`config.mk`:
```
export PLATFORM = sky130hd
export DESIGN_NAME = mport_rr_arbiter
export DESIGN_NICKNAME = d
export VERILOG_FILES = /design/src/rtl/mport_rr_arbiter.sv
export SDC_FILE = /design/constraint.sdc
export NUM_CORES = 1
export LEC_CHECK = 0
export ABC_AREA = 1
export CAP_MARGIN = 0
export CORE_UTILIZATION = 28
export DETAILED_ROUTE_END_ITERATION = 8
export PLACE_DENSITY = 0.59
export SLEW_MARGIN = 5
export SYNTH_ARGS = -nofsm -noshare
export SYNTH_HDL_FRONTEND = slang
export SYNTH_SLANG_ARGS = --single-unit
```
`constraint.sdc`:
```
create_clock -name clk -period 4.31 [get_ports clk]
set_input_delay 1.293 -clock clk [delete_from_list [all_inputs] [get_ports clk]]
set_output_delay 1.293 -clock clk [all_outputs]
set_load 0.005 [all_outputs]
```
`src/rtl/mport_rr_arbiter.sv`:
```
// mport_rr_arbiter: N-port round-robin arbiter onto one as/rw/done memory port.
// A grant is held for a whole transaction. The chosen port's request fields are
// captured at grant time. A watchdog aborts transactions the memory never answers.
//
// state   | meaning
// --------+------------------------------------------------------------
// IDLE    | no owner; scan req_as from rr_ptr and grant the first requester
// BUSY    | mem_as high with captured fields; wait for mem_done or timeout
// DONE    | one-cycle req_done (and req_err) pulse; mem_done ignored
module mport_rr_arbiter #(
  parameter int NUM_PORTS = 4,
  parameter int ADDR_W    = 23,
  parameter int DATA_W    = 16,
  parameter int TIMEOUT   = 255,
  parameter int PTR_W     = $clog2(NUM_PORTS)
) (
  input  logic                              clk,
  input  logic                              rst_l,
  input  logic [NUM_PORTS-1:0]              req_as,
  input  logic [NUM_PORTS-1:0]              req_rw,
  input  logic [NUM_PORTS-1:0][ADDR_W-1:0]  req_addr,
  input  logic [NUM_PORTS-1:0][DATA_W-1:0]  req_wdata,
  output logic [DATA_W-1:0]                 req_rdata,
  output logic [NUM_PORTS-1:0]              req_done,
  output logic                              req_err,
  output logic [NUM_PORTS-1:0]              grant,
  output logic                              mem_as,
  output logic                              mem_rw,
  output logic [ADDR_W-1:0]                 mem_addr,
  output logic [DATA_W-1:0]                 mem_wdata,
  input  logic [DATA_W-1:0]                 mem_rdata,
  input  logic                              mem_done
);

  // The counter only has to reach TIMEOUT-1, so $clog2(TIMEOUT) bits suffice.
  localparam int CNT_W = (TIMEOUT < 2) ? 1 : $clog2(TIMEOUT);

  typedef enum logic [1:0] {
    ST_IDLE = 2'd0,
    ST_BUSY = 2'd1,
    ST_DONE = 2'd2
  } state_t;

  state_t                state_q,     state_d;
  logic [PTR_W-1:0]      rr_ptr_q,    rr_ptr_d;
  logic [PTR_W-1:0]      gidx_q,      gidx_d;
  logic [CNT_W-1:0]      cnt_q,       cnt_d;
  logic [NUM_PORTS-1:0]  grant_q,     grant_d;
  logic                  mem_as_q,    mem_as_d;
  logic                  mem_rw_q,    mem_rw_d;
  logic [ADDR_W-1:0]     mem_addr_q,  mem_addr_d;
  logic [DATA_W-1:0]     mem_wdata_q, mem_wdata_d;
  logic [DATA_W-1:0]     req_rdata_q, req_rdata_d;
  logic [NUM_PORTS-1:0]  req_done_q,  req_done_d;
  logic                  req_err_q,   req_err_d;

  logic                  sel_found;
  logic [PTR_W-1:0]      sel_idx;
  logic [PTR_W:0]        cand;
  logic                  timed_out;
  logic [PTR_W-1:0]      ptr_after;

  // Round-robin scan: first requester at or after rr_ptr, wrapping explicitly
  // at NUM_PORTS so non-power-of-two port counts never visit phantom ports.
  always_comb begin
    sel_found = 1'b0;
    sel_idx   = '0;
    cand      = '0;
    for (int i = 0; i < NUM_PORTS; i++) begin
      cand = {1'b0, rr_ptr_q} + (PTR_W+1)'(i);
      if (cand >= (PTR_W+1)'(NUM_PORTS)) begin
        cand = cand - (PTR_W+1)'(NUM_PORTS);
      end
      if (!sel_found && req_as[cand[PTR_W-1:0]]) begin
        sel_found = 1'b1;
        sel_idx   = cand[PTR_W-1:0];
      end
    end
  end

  // Watchdog compare and the pointer value that follows the current owner.
  always_comb begin
    timed_out = (TIMEOUT != 0) && (cnt_q == CNT_W'(TIMEOUT - 1));
    ptr_after = (gidx_q == PTR_W'(NUM_PORTS - 1)) ? '0 : gidx_q + PTR_W'(1);
  end

  // Next-state and registered-output computation.
  always_comb begin
    state_d     = state_q;
    rr_ptr_d    = rr_ptr_q;
    gidx_d      = gidx_q;
    cnt_d       = cnt_q;
    grant_d     = grant_q;
    mem_as_d    = mem_as_q;
    mem_rw_d    = mem_rw_q;
    mem_addr_d  = mem_addr_q;
    mem_wdata_d = mem_wdata_q;
    req_rdata_d = req_rdata_q;
    req_done_d  = req_done_q;
    req_err_d   = req_err_q;

    unique case (state_q)
      ST_IDLE: begin
        if (sel_found) begin
          gidx_d           = sel_idx;
          grant_d          = '0;
          grant_d[sel_idx] = 1'b1;
          mem_as_d         = 1'b1;
          mem_rw_d         = req_rw[sel_idx];
          mem_addr_d       = req_addr[sel_idx];
          mem_wdata_d      = req_wdata[sel_idx];
          cnt_d            = '0;
          state_d          = ST_BUSY;
        end
      end

      ST_BUSY: begin
        if (mem_done || timed_out) begin
          // mem_done wins over a same-cycle timeout.
          req_done_d         = '0;
          req_done_d[gidx_q] = 1'b1;
          req_err_d          = !mem_done;
          req_rdata_d        = mem_done ? mem_rdata : '0;
          mem_as_d           = 1'b0;
          mem_rw_d           = 1'b0;
          mem_addr_d         = '0;
          mem_wdata_d        = '0;
          grant_d            = '0;
          rr_ptr_d           = ptr_after;
          state_d            = ST_DONE;
        end else begin
          cnt_d = cnt_q + CNT_W'(1);
        end
      end

      ST_DONE: begin
        req_done_d  = '0;
        req_err_d   = 1'b0;
        req_rdata_d = '0;
        state_d     = ST_IDLE;
      end

      default: begin
        state_d = ST_IDLE;
      end
    endcase
  end

  // State and output registers; reset drops any in-flight transaction.
  always_ff @(posedge clk or negedge rst_l) begin
    if (!rst_l) begin
      state_q     <= ST_IDLE;
      rr_ptr_q    <= '0;
      gidx_q      <= '0;
      cnt_q       <= '0;
      grant_q     <= '0;
      mem_as_q    <= 1'b0;
      mem_rw_q    <= 1'b0;
      mem_addr_q  <= '0;
      mem_wdata_q <= '0;
      req_rdata_q <= '0;
      req_done_q  <= '0;
      req_err_q   <= 1'b0;
    end else begin
      state_q     <= state_d;
      rr_ptr_q    <= rr_ptr_d;
      gidx_q      <= gidx_d;
      cnt_q       <= cnt_d;
      grant_q     <= grant_d;
      mem_as_q    <= mem_as_d;
      mem_rw_q    <= mem_rw_d;
      mem_addr_q  <= mem_addr_d;
      mem_wdata_q <= mem_wdata_d;
      req_rdata_q <= req_rdata_d;
      req_done_q  <= req_done_d;
      req_err_q   <= req_err_d;
    end
  end

  assign grant     = grant_q;
  assign mem_as    = mem_as_q;
  assign mem_rw    = mem_rw_q;
  assign mem_addr  = mem_addr_q;
  assign mem_wdata = mem_wdata_q;
  assign req_rdata = req_rdata_q;
  assign req_done  = req_done_q;
  assign req_err   = req_err_q;

endmodule

```
---- Word-level counts from Yosys, hierarchy flattened ----
Index checks and enable logic that the tools add are counted.
storage, ports and cells
  output and inout bits ................... 66
  memories ................................ 0
  ROM bits ................................ 0
  register bits ........................... 80
  latch bits .............................. 0
  RAM bits ................................ 0
  input port bits ......................... 183
cells by class
  div/mod/pow operators ................... 0
  muxes and demuxes ....................... 58
  bitwise operators ....................... 0
  multipliers ............................. 0
  eq/ne operators ......................... 7
  reduce and logical (&&, ||, !) cells .... 19
  shifts and indexed selects .............. 0
  order comparisons ....................... 12
  $add $sub $neg .......................... 9
operators with widths
  cell                                                         count
  two-way mux 16 bit                                           5
  two-way mux 23 bit                                           3
  case mux 16 bit (2 select lines)                             2
  binary-select mux 23 bit (select 2 bit)                      1
  case mux 23 bit (2 select lines)                             1
  binary-select mux 16 bit (select 2 bit)                      1
  two-way mux 2 bit                                            11
  less-than comparator 2 x 3 -> 1 bit (second input constant)  6
  two-way mux 8 bit                                            2
  case mux 4 bit (2 select lines)                              2
  case mux 8 bit (2 select lines)                              1
  two-way mux 1 bit                                            15
  two-way mux 4 bit                                            3
  binary-select mux 1 bit (select 2 bit)                       5
  >= comparator 3 bit (second input constant)                  3
  adder 8 x 1 -> 8 bit (second input constant)                 1
  equality test 8 bit (second input constant)                  1
  AND reduction 2 bit                                          4
  subtractor 2 x 1 -> 2 bit (second input constant)            4
  adder 2 x 2 -> 3 bit (second input constant)                 2
  inequality test 2 bit (second input constant)                3
  case mux 1 bit (2 select lines)                              3
  AND reduction 3 bit                                          2
  logical AND 1 bit                                            5
  other kinds (12)                                             19

---- Logic depth before layout (Yosys ltp) ----
Gate-level depths: netlist of the first run.
  word-level depth ........................ 20
  mapped depth ............................ 18

---- Least setup slack after synthesis of the first run ----
Ideal clock, no wire load.
  path type ............................... input to register
  start point ............................. input port req_as[3]
  end point ............................... register mem_addr_q[0], in the netlist mem_addr[0]
  stages on the path ...................... 15
  path slack .............................. 1.732 ns
  arrival ................................. 2.513 ns
  path buffers ............................ 2
  cell sequence ........................... inv_1 > nand2_1 > nand3_1 > nand2_2 > nor2_4 > nand3_4 > nand3_2 > buf_6 > buf_6 > nand2_1 > nand2_1 > nand2_1 > nand2_1 > nand2_1 > nand2_1
on the way
  cells in the longest elaborated chain, start to end .. 16
  elaborated cells on any way between the ends .. 28
  those cells by class .................... eq/ne: 1; mux: 20; reduce/logical: 7
RTL lines
  item                                      line  source
  start, declared                           19    input logic [NUM_PORTS-1:0] req_as,
  binary-select mux 1 bit (select 2 bit)    74    if (!sel_found && req_as[cand[PTR_W-1:0]]) begin
  two-way mux 1 bit (implied by the code)   74
  two-way mux 1 bit                         74
  zero test 1 bit                           74
  logical AND 1 bit                         74
  two-way mux 1 bit                         74
  zero test 1 bit                           74
  logical AND 1 bit                         74
  two-way mux 1 bit                         74
  zero test 1 bit                           74
  logical AND 1 bit                         74
  two-way mux 2 bit                         74
  binary-select mux 23 bit (select 2 bit)   110   mem_addr_d = req_addr[sel_idx];
  two-way mux 23 bit (implied by the code)  110
  two-way mux 23 bit                        104   if (sel_found) begin
  case mux 23 bit (2 select lines)          102   unique case (state_q)
  end signal, assigned                      172   mem_addr_q <= mem_addr_d;
  end, declared                             51    logic [ADDR_W-1:0] mem_addr_q, mem_addr_d;
Several ways; a longest one is shown, not always the timed one. The select of a mux whose other input is x is not followed.
A chain may end at the register's enable or synchronous reset.

---- Worst setup path in the final report of the first run ----
  start point ............................. input port req_as[3]
  end point ............................... register mem_wdata_q[9], in the netlist mem_wdata[9]
on the way
  cells in the longest elaborated chain, start to end .. 16
  elaborated cells on any way between the ends .. 28
  those cells by class .................... eq/ne: 1; mux: 20; reduce/logical: 7
RTL lines
  item                                      line  source
  binary-select mux 1 bit (select 2 bit)    74
  two-way mux 1 bit (implied by the code)   74
  two-way mux 1 bit                         74
  zero test 1 bit                           74
  logical AND 1 bit                         74
  two-way mux 1 bit                         74
  zero test 1 bit                           74
  logical AND 1 bit                         74
  two-way mux 1 bit                         74
  zero test 1 bit                           74
  logical AND 1 bit                         74
  two-way mux 2 bit                         74
  binary-select mux 16 bit (select 2 bit)   111   mem_wdata_d = req_wdata[sel_idx];
  two-way mux 16 bit (implied by the code)  111
  two-way mux 16 bit                        104
  case mux 16 bit (2 select lines)          102
  end signal, assigned                      173   mem_wdata_q <= mem_wdata_d;
  end, declared                             52    logic [DATA_W-1:0] mem_wdata_q, mem_wdata_d;
Several ways; a longest one is shown, not always the timed one. The select of a mux whose other input is x is not followed.

==> results by group, run 1 <==
Detailed routing
  – Detailed Route Iter0 Violations: 255
  – Vias per std cell: 4.70
  – Vias: 5960
  – # DRC: 0
  – Final wirelength: 18600 µm
  – Post-DRT Antenna Nets: 0
  – Wire per inst: 14.6 µm
  – DR pass1 iterations: 4

Synth
  – Post-Synthesis Cells: 819
  – Main combinational cell family by area after synthesis: simple AND/OR/NAND/NOR gates
  – Post-Synth XOR/XNOR Area: 0.166%
  – Synthesized area per cell: 6.44 µm²
  – Synth Area in Adders: 1.42%
  – Compound-gate portion of the synthesized area: 1.97%
  – Seq cells post-synth: 80
  – Sequential fraction of the synthesis area: 37.9%
  – Area share of the largest cell type after synthesis: 37.9%
  – Synth warnings: 0
  – Synth top area cells: dfrtp_1 38%, nand2_1 34%, nand4_1 9.7%
  – Post-synthesis mux area share: 0%
  – Syn_nets: 1008
  – Distinct cells, synth: 28
  – Synth Area in Simple Gates: 51.0%
  – Mapped Area: 0.00528 mm²
  – Post-synth top area cell: dfrtp_1

STA
  – Slew Limit Headroom: 31.0%
  – Post-route setup TNS: 0 ns
  – Slew Limit Fails: 0
  – Min Tclk post-route: 3.37 ns
  – Finish-stage setup viols: 0
  – Final period utilization: 78.2%
  – RSZ-0062 raised after global routing: false
  – Fmax: 297 MHz
  – Fin. Hold Viols: 0
  – Final worst slack: 0.938 ns
  – Worst Skew: 0.00646 ns
  – Worst slew pin tran: 1.03 ns

Floorplan
  – Core Region: 0.0182 mm²
  – Initial core utilization: 29.0%
  – IO Pins: 249
  – FP Rows: 49
  – Die W: 139 µm
  – Die Y: 139 µm
  – Full die area: 0.0194 mm²

Clock network
  – TritonCTS clock tree: yes
  – Worst-Skew Late Latency: 0.34 ns
  – Clock sinks: 80
  – Setup Fix Bufs, Post-CTS: 0
  – Clock Tree Buf Depth: 2
  – H-Tree Depth: 3
  – CTS clk-pin slew, worst paths: 0.06 ns
  – Clock tree root buffer cell: clkbuf_16
  – Resized cells post-CTS: 0
  – Cts bufs inserted: 9
  – Cts hold-fix bufs: 0

Placement
  – Setup WS pre-CTS: 0.673 ns
  – Post-DP HPWL: 12700 µm
  – I/O Buffers: 248
  – Routability Congestion: 0.783

Layout
  – Share of cells above drive strength 1: 4.13%
  – Layout overhead on the synthesized area: 55.8%
  – Fillers: 1877
  – Nets: 1225
  – Antenna Cells: 0
  – Final core occ: 45.2%

GRT
  – First-pass GRT wire length: 29500 µm
  – Largest net degree at the start of global routing: 85
  – Vias in the first global route: 5627
  – Overflow after GRT: 0
  – Overall routing resource usage: 18.9%
  – Initial antenna violation count: 0

Critical path
  – Critical Path AT: 3.65 ns
  – Worst path top cell family by delay: buffers and inverters
  – CP most frequent cell: nand2_1
  – WS Path Type: in -> reg
  – Crit end category: flip-flop
  – Worst path cell trace: clkdlybuf4s50_1 > inv_1 > nand2_1 > nand3_1 > nand2_1 > inv_1 > nand3_4 > buf_4 > nand4_1 > nand2_1 > nand2_1 > nand2_1 > nand2_1 > nand2_1
  – Slowest cell delay on critical path: 0.66 ns
  – Buffers & Inverters on Critical Path: 4
  – Worst-path maximum fanout: 80
  – CP max-delay cell: buf_4
  – Startpoint type of the worst setup path: primary input
  – Required time worst endpoint: 4.59 ns

Pwr
  – P_int: 0.00329 W
  – Sequential cell fraction of total power: 18.7%
  – Gate power share: 69.8%
  – Lkg Pwr: 4.12 nW
  – Sw frac: 50.7%
  – Clock power share: 11.5%
  – Max VDD drop: 0.000808 V
  – Sw power: 0.00338 W
  – Power per Cell Area: 811 mW/mm²

Worst hold path
  – Min-delay worst type: reg -> reg

Run
  – Max-cap check violation count: 0

Outcome
  – Status: finished clean
[layer usage]
| layer | global-route usage [%] | vias up | share of wire [%] |
|---|---|---|---|
| li1 | - | 3077 | - |
| met5 | 0 | - | 0 |
| met4 | 3.57 | 0 | 0.85 |
| met1 | 24.3 | 2696 | 45 |
| met2 | 32.2 | 178 | 47 |
| met3 | 4.89 | 9 | 6.9 |
[layout by cell type, fill, tap and decap left out, types with 2 or more instances in the layout]
master / count
dfrtp_1: 80
o21a_1: 2
nand3_1: 49
o21ai_0: 9
nand3b_1: 2
nor3_1: 4
buf_12: 4
clkbuf_16: 9
nand2_2: 4
nor2_1: 8
inv_2: 2
ha_1: 6
nand2_1: 479
o31ai_1: 3
clkinv_4: 2
a21oi_1: 2
buf_4: 13
inv_1: 17
clkdlybuf4s50_1: 247
clkinv_1: 4
nand3_4: 3
nand4_1: 82
[power groups by stage]
stage	combinational [W]	sequential, W	clock, W
after floorplan	0.00319	0.00125	0
after CTS	0.00475	0.00125	0.000787
after detailed placement	0.00473	0.00126	0
after global routing	0.00529	0.00129	0.000816
after global placement	0.00471	0.00126	0
final	0.00466	0.00125	0.000765
[final timing paths]
| check | startpoint | end | slack [ns] | cells after the start |
|---|---|---|---|---|
| worst max-delay path | req_as[3] | mem_wdata[9] | 0.94 | 14 |
| worst min-delay path | mem_wdata[1] | mem_wdata[1] | 0.47 | 2 |
| worst max register to register | rr_ptr_q[0] | mem_wdata[9] | 1.70 | 13 |
| worst min register to register | mem_wdata[1] | mem_wdata[1] | 0.47 | 2 |
| min in group asynchronous | rst_l | req_rdata[15] | 1.12 | 1 |
| max in group asynchronous | rst_l | mem_addr[11] | 2.51 | 1 |
[worst reg2reg max path, cell delays in order, from the launching register on]
cell,delay [ns]
dfrtp_1,0.59
inv_4,0.12
nand2_1,0.10
nand3_1,0.06
nand2_1,0.12
inv_1,0.10
nand3_4,0.11
buf_4,0.66
nand4_1,0.28
nand2_1,0.15
nand2_1,0.07
nand2_1,0.08
nand2_1,0.06
nand2_1,0.06
[per-stage QoR]
stage / power [W] / cells / area, µm² / hold slack [ns]
6_report: 0.00667 / 1269 / 8220 / 0.474
3_5_place_dp: 0.00599 / 1254 / 7930 / 0.464
5_1_grt: 0.00739 / 1269 / 8220 / 0.485
3_3_place_gp: 0.00596 / 1254 / 7930 / 0.462
4_1_cts: 0.00678 / 1269 / 8220 / 0.480
2_1_floorplan: 0.00444 / 819 / 5280 / 0.465
[synth_stat cells, drive strengths merged]
library cell and count:
nand2 483, nand4 82, dfrtp 80, nand3 52
buf 33, clkbuf 25, inv 20, o21ai 10
nor2 9, ha 6, clkinv 4, nor3 4
o31ai 3, a21oi 2, nand3b 2, o21a 2
o22ai 1, xor2 1
[logic make-up after synthesis]
group | count (synthesis)
and+or+nand+nor | 632
xor gates and xnor gates | 1
adders and majority gates | 6
buffers and inverters | 82
DFF | 80
AOI/OAI and AO/OA | 18
[area by class of cell]
class / instances / area, µm² / area share [%]
multi-input combinational: 657 / 2900 / 35.2
timing repair buffer: 264 / 2650 / 32.2
sequential: 80 / 2000 / 24.3
tap: 229 / 287 / 3.48
clock buffer: 9 / 225 / 2.74
inverter: 24 / 92.6 / 1.13
clock inverter: 6 / 68.8 / 0.837
[flip-flops by register name (all words and copies together) (netlist names)]
register,count
state_q,2
mem_as,1
mem_addr,23
rr_ptr_q,2
mem_wdata,16
req_err,1
gidx_q,2
mem_rw,1
cnt_q,8
req_rdata,16
grant,4
req_done,4
Note: power is estimated with default switching activity, not from simulation.
==> run 2: changes to the inputs <==
Clock period 4.31 ns to 3.5 ns, I/O delays scaled along.
==> results by group, run 2 (synthesis results as in run 1) <==
Clock network
  – Cts hold-fix bufs: 0 (unchanged)
  – Clock tree root buffer cell: clkbuf_16
  – CTS clk-pin slew, worst paths: 0.06 ns (about the same)
  – Resized cells post-CTS: 0 (unchanged)
  – Clock sinks: 80 (unchanged)
  – Cts bufs inserted: 9 (unchanged)
  – H-Tree Depth: 3 (unchanged)
  – TritonCTS clock tree: yes
  – Setup Fix Bufs, Post-CTS: 0 (unchanged)
  – Worst-Skew Late Latency: 0.34 ns (about the same)
  – Clock Tree Buf Depth: 2 (unchanged)

Detailed routing
  – Final wirelength: 18700 µm (+0.83%)
  – # DRC: 0 (unchanged)
  – Wire per inst: 14.7 µm (+0.36%)
  – Vias per std cell: 4.74 (+0.87%)
  – Detailed Route Iter0 Violations: 180 (-29%)
  – DR pass1 iterations: 6 (+2)
  – Vias: 6040 (+1.3%)
  – Post-DRT Antenna Nets: 0 (unchanged)

Floorplan
  – Die W: 139 µm (unchanged)
  – Die Y: 139 µm (unchanged)
  – IO Pins: 249 (unchanged)
  – Initial core utilization: 29.0% (unchanged)
  – Core Region: 0.0182 mm² (unchanged)
  – Full die area: 0.0194 mm² (unchanged)
  – FP Rows: 49 (unchanged)

GRT
  – Initial antenna violation count: 0 (unchanged)
  – First-pass GRT wire length: 30200 µm (+2.7%)
  – Largest net degree at the start of global routing: 52 (-39%)
  – Overall routing resource usage: 19.5% (+0.55 points)
  – Vias in the first global route: 5796 (+3.0%)
  – Overflow after GRT: 0 (unchanged)

Pwr
  – Power per Cell Area: 995 mW/mm² (+23%)
  – Sw frac: 50.7% (about the same)
  – Clock power share: 11.1% (-0.4 points)
  – P_int: 0.00405 W (+23%)
  – Max VDD drop: 0.000588 V (-27%)
  – Sw power: 0.00417 W (+23%)
  – Lkg Pwr: 4.14 nW (+0.42%)
  – Gate power share: 70.3% (+0.5 points)
  – Sequential cell fraction of total power: 18.6% (about the same)

Placement
  – Routability Congestion: 0.832 (+6.2%)
  – I/O Buffers: 248 (unchanged)
  – Post-DP HPWL: 13400 µm (+5.4%)
  – DP Cell Count: 1259 (+0.40%)

Critical path
  – Buffers & Inverters on Critical Path: 4 (unchanged)
  – Crit end category: flip-flop
  – Critical Path AT: 3.06 ns (-0.59 ns)
  – Worst path top cell family by delay: buffers and inverters
  – Worst path cell trace: clkdlybuf4s50_1 > inv_1 > nand2_1 > nand3_1 > nand2_1 > inv_1 > nand3_4 > buf_4 > nand4_1 > nand2_1 > nand2_1 > nand2_1 > nand2_1 > nand2_1
  – CP max-delay cell: clkdlybuf4s50_1
  – WS Path Type: in -> reg
  – Slowest cell delay on critical path: 0.47 ns (-0.19 ns)
  – Startpoint type of the worst setup path: primary input
  – Worst-path maximum fanout: 51 (-36%)
  – CP most frequent cell: nand2_1
  – Required time worst endpoint: 3.78 ns (-0.81 ns)

Layout
  – Antenna Cells: 0 (unchanged)
  – Most frequent cells in the layout: 479 x nand2_1, 247 x clkdlybuf4s50_1, 82 x nand4_1
  – Non-filler instance count after layout: 1275 (+0.47%)
  – Nets: 1230 (+0.41%)
  – Max FFs per register: 23 (unchanged)
  – Fillers: 1939 (+3.3%)
  – Layout overhead on the synthesized area: 56.5%
  – Commonest non-fill, non-tap cell in the layout: nand2_1
  – Share of cells above drive strength 1: 4.68% (+0.55 points)

STA
  – Worst Skew: 0.00959 ns (+0.00313 ns)
  – Fmax: 360 MHz
  – Final period utilization: 79.5%
  – Min Tclk post-route: 2.78 ns
  – Slew Limit Fails: 0 (unchanged)
  – Worst slew pin tran: 0.736 ns (-0.299 ns)
  – RSZ-0062 raised after global routing: false
  – Finish-stage setup viols: 0 (unchanged)
  – Fin. Hold Viols: 0 (unchanged)
  – WHS: 0.476 ns (+0.00150 ns)
  – Post-route setup TNS: 0 ns (unchanged)
  – Slew Limit Headroom: 50.8% (+20 points)

Outcome
  – Status: finished clean

Worst hold path
  – Min-delay worst type: reg -> reg

Run
  – Max-cap check violation count: 0 (unchanged)
[run 2: area by class of cell]
type                       count  area (µm²)  share of cell area, %
clock buffer                  10         239                   2.89
clock inverter                 6        50.0                  0.606
inverter                      24        92.6                   1.12
multi-input combinational    657        2900                   35.1
sequential                    80        2000                   24.2
tap                          229         287                   3.47
timing repair buffer         269        2690                   32.6
[run 2: routing by layer]
layer | wire length (µm) | vias up | GRT usage (%)
met5 | 0 | - | 0
met4 | 371 | 0 | 7.13
met3 | 1190 | 23 | 4.23
met2 | 8780 | 168 | 32.2
met1 | 8400 | 2750 | 25.0
li1 | - | 3099 | -
[run 2: path summary, 6_finish.rpt]
kind                              from             to  slack (ns)  depth (start not counted)
max                          req_as[1]   mem_wdata[5]        0.72                         14
min                        mem_addr[7]    mem_addr[7]        0.48                          2
max reg2reg                rr_ptr_q[0]   mem_wdata[5]        1.24                         14
min reg2reg                mem_addr[7]    mem_addr[7]        0.48                          2
max in group asynchronous        rst_l       cnt_q[7]        2.19                          2
min in group asynchronous        rst_l  req_rdata[10]        0.68                          1
[run 2: through the flow]
| step | setup WS (ns) | cell area (µm²) | utilization (%) | power, W |
|---|---|---|---|---|
| 2_1_floorplan | 1.16 | 5280 | - | 0.00547 |
| 3_3_place_gp | 0.418 | 7970 | 43.8 | 0.00737 |
| 3_5_place_dp | 0.399 | 7970 | 43.8 | 0.00739 |
| 4_1_cts | 0.755 | 8260 | 45.3 | 0.00836 |
| 5_1_grt | 0.460 | 8260 | 45.3 | 0.00915 |
| 6_report | 0.719 | 8260 | 45.3 | 0.00821 |
[run 2: power groups by stage]
stage,Combinational (W),Sequential (W),Clock (W)
final,0.00577,0.00153,0.000916
after global routing,0.00658,0.00157,0.000993
after CTS,0.00587,0.00153,0.000959
after detailed placement,0.00585,0.00154,0
after global placement,0.00584,0.00154,0
after floorplan,0.00393,0.00154,0
[run 2: worst register-to-register path, cell delays in order (launching register included)]
cell	delay, ns
dfrtp_1	0.52
inv_4	0.17
nand2_1	0.06
nand2_1	0.10
nand2_1	0.08
nand2_1	0.11
nor2_4	0.06
nand3_4	0.08
buf_4	0.47
nand4_1	0.20
nand2_1	0.11
nand2_1	0.06
nand2_1	0.07
nand2_1	0.05
nand2_1	0.06
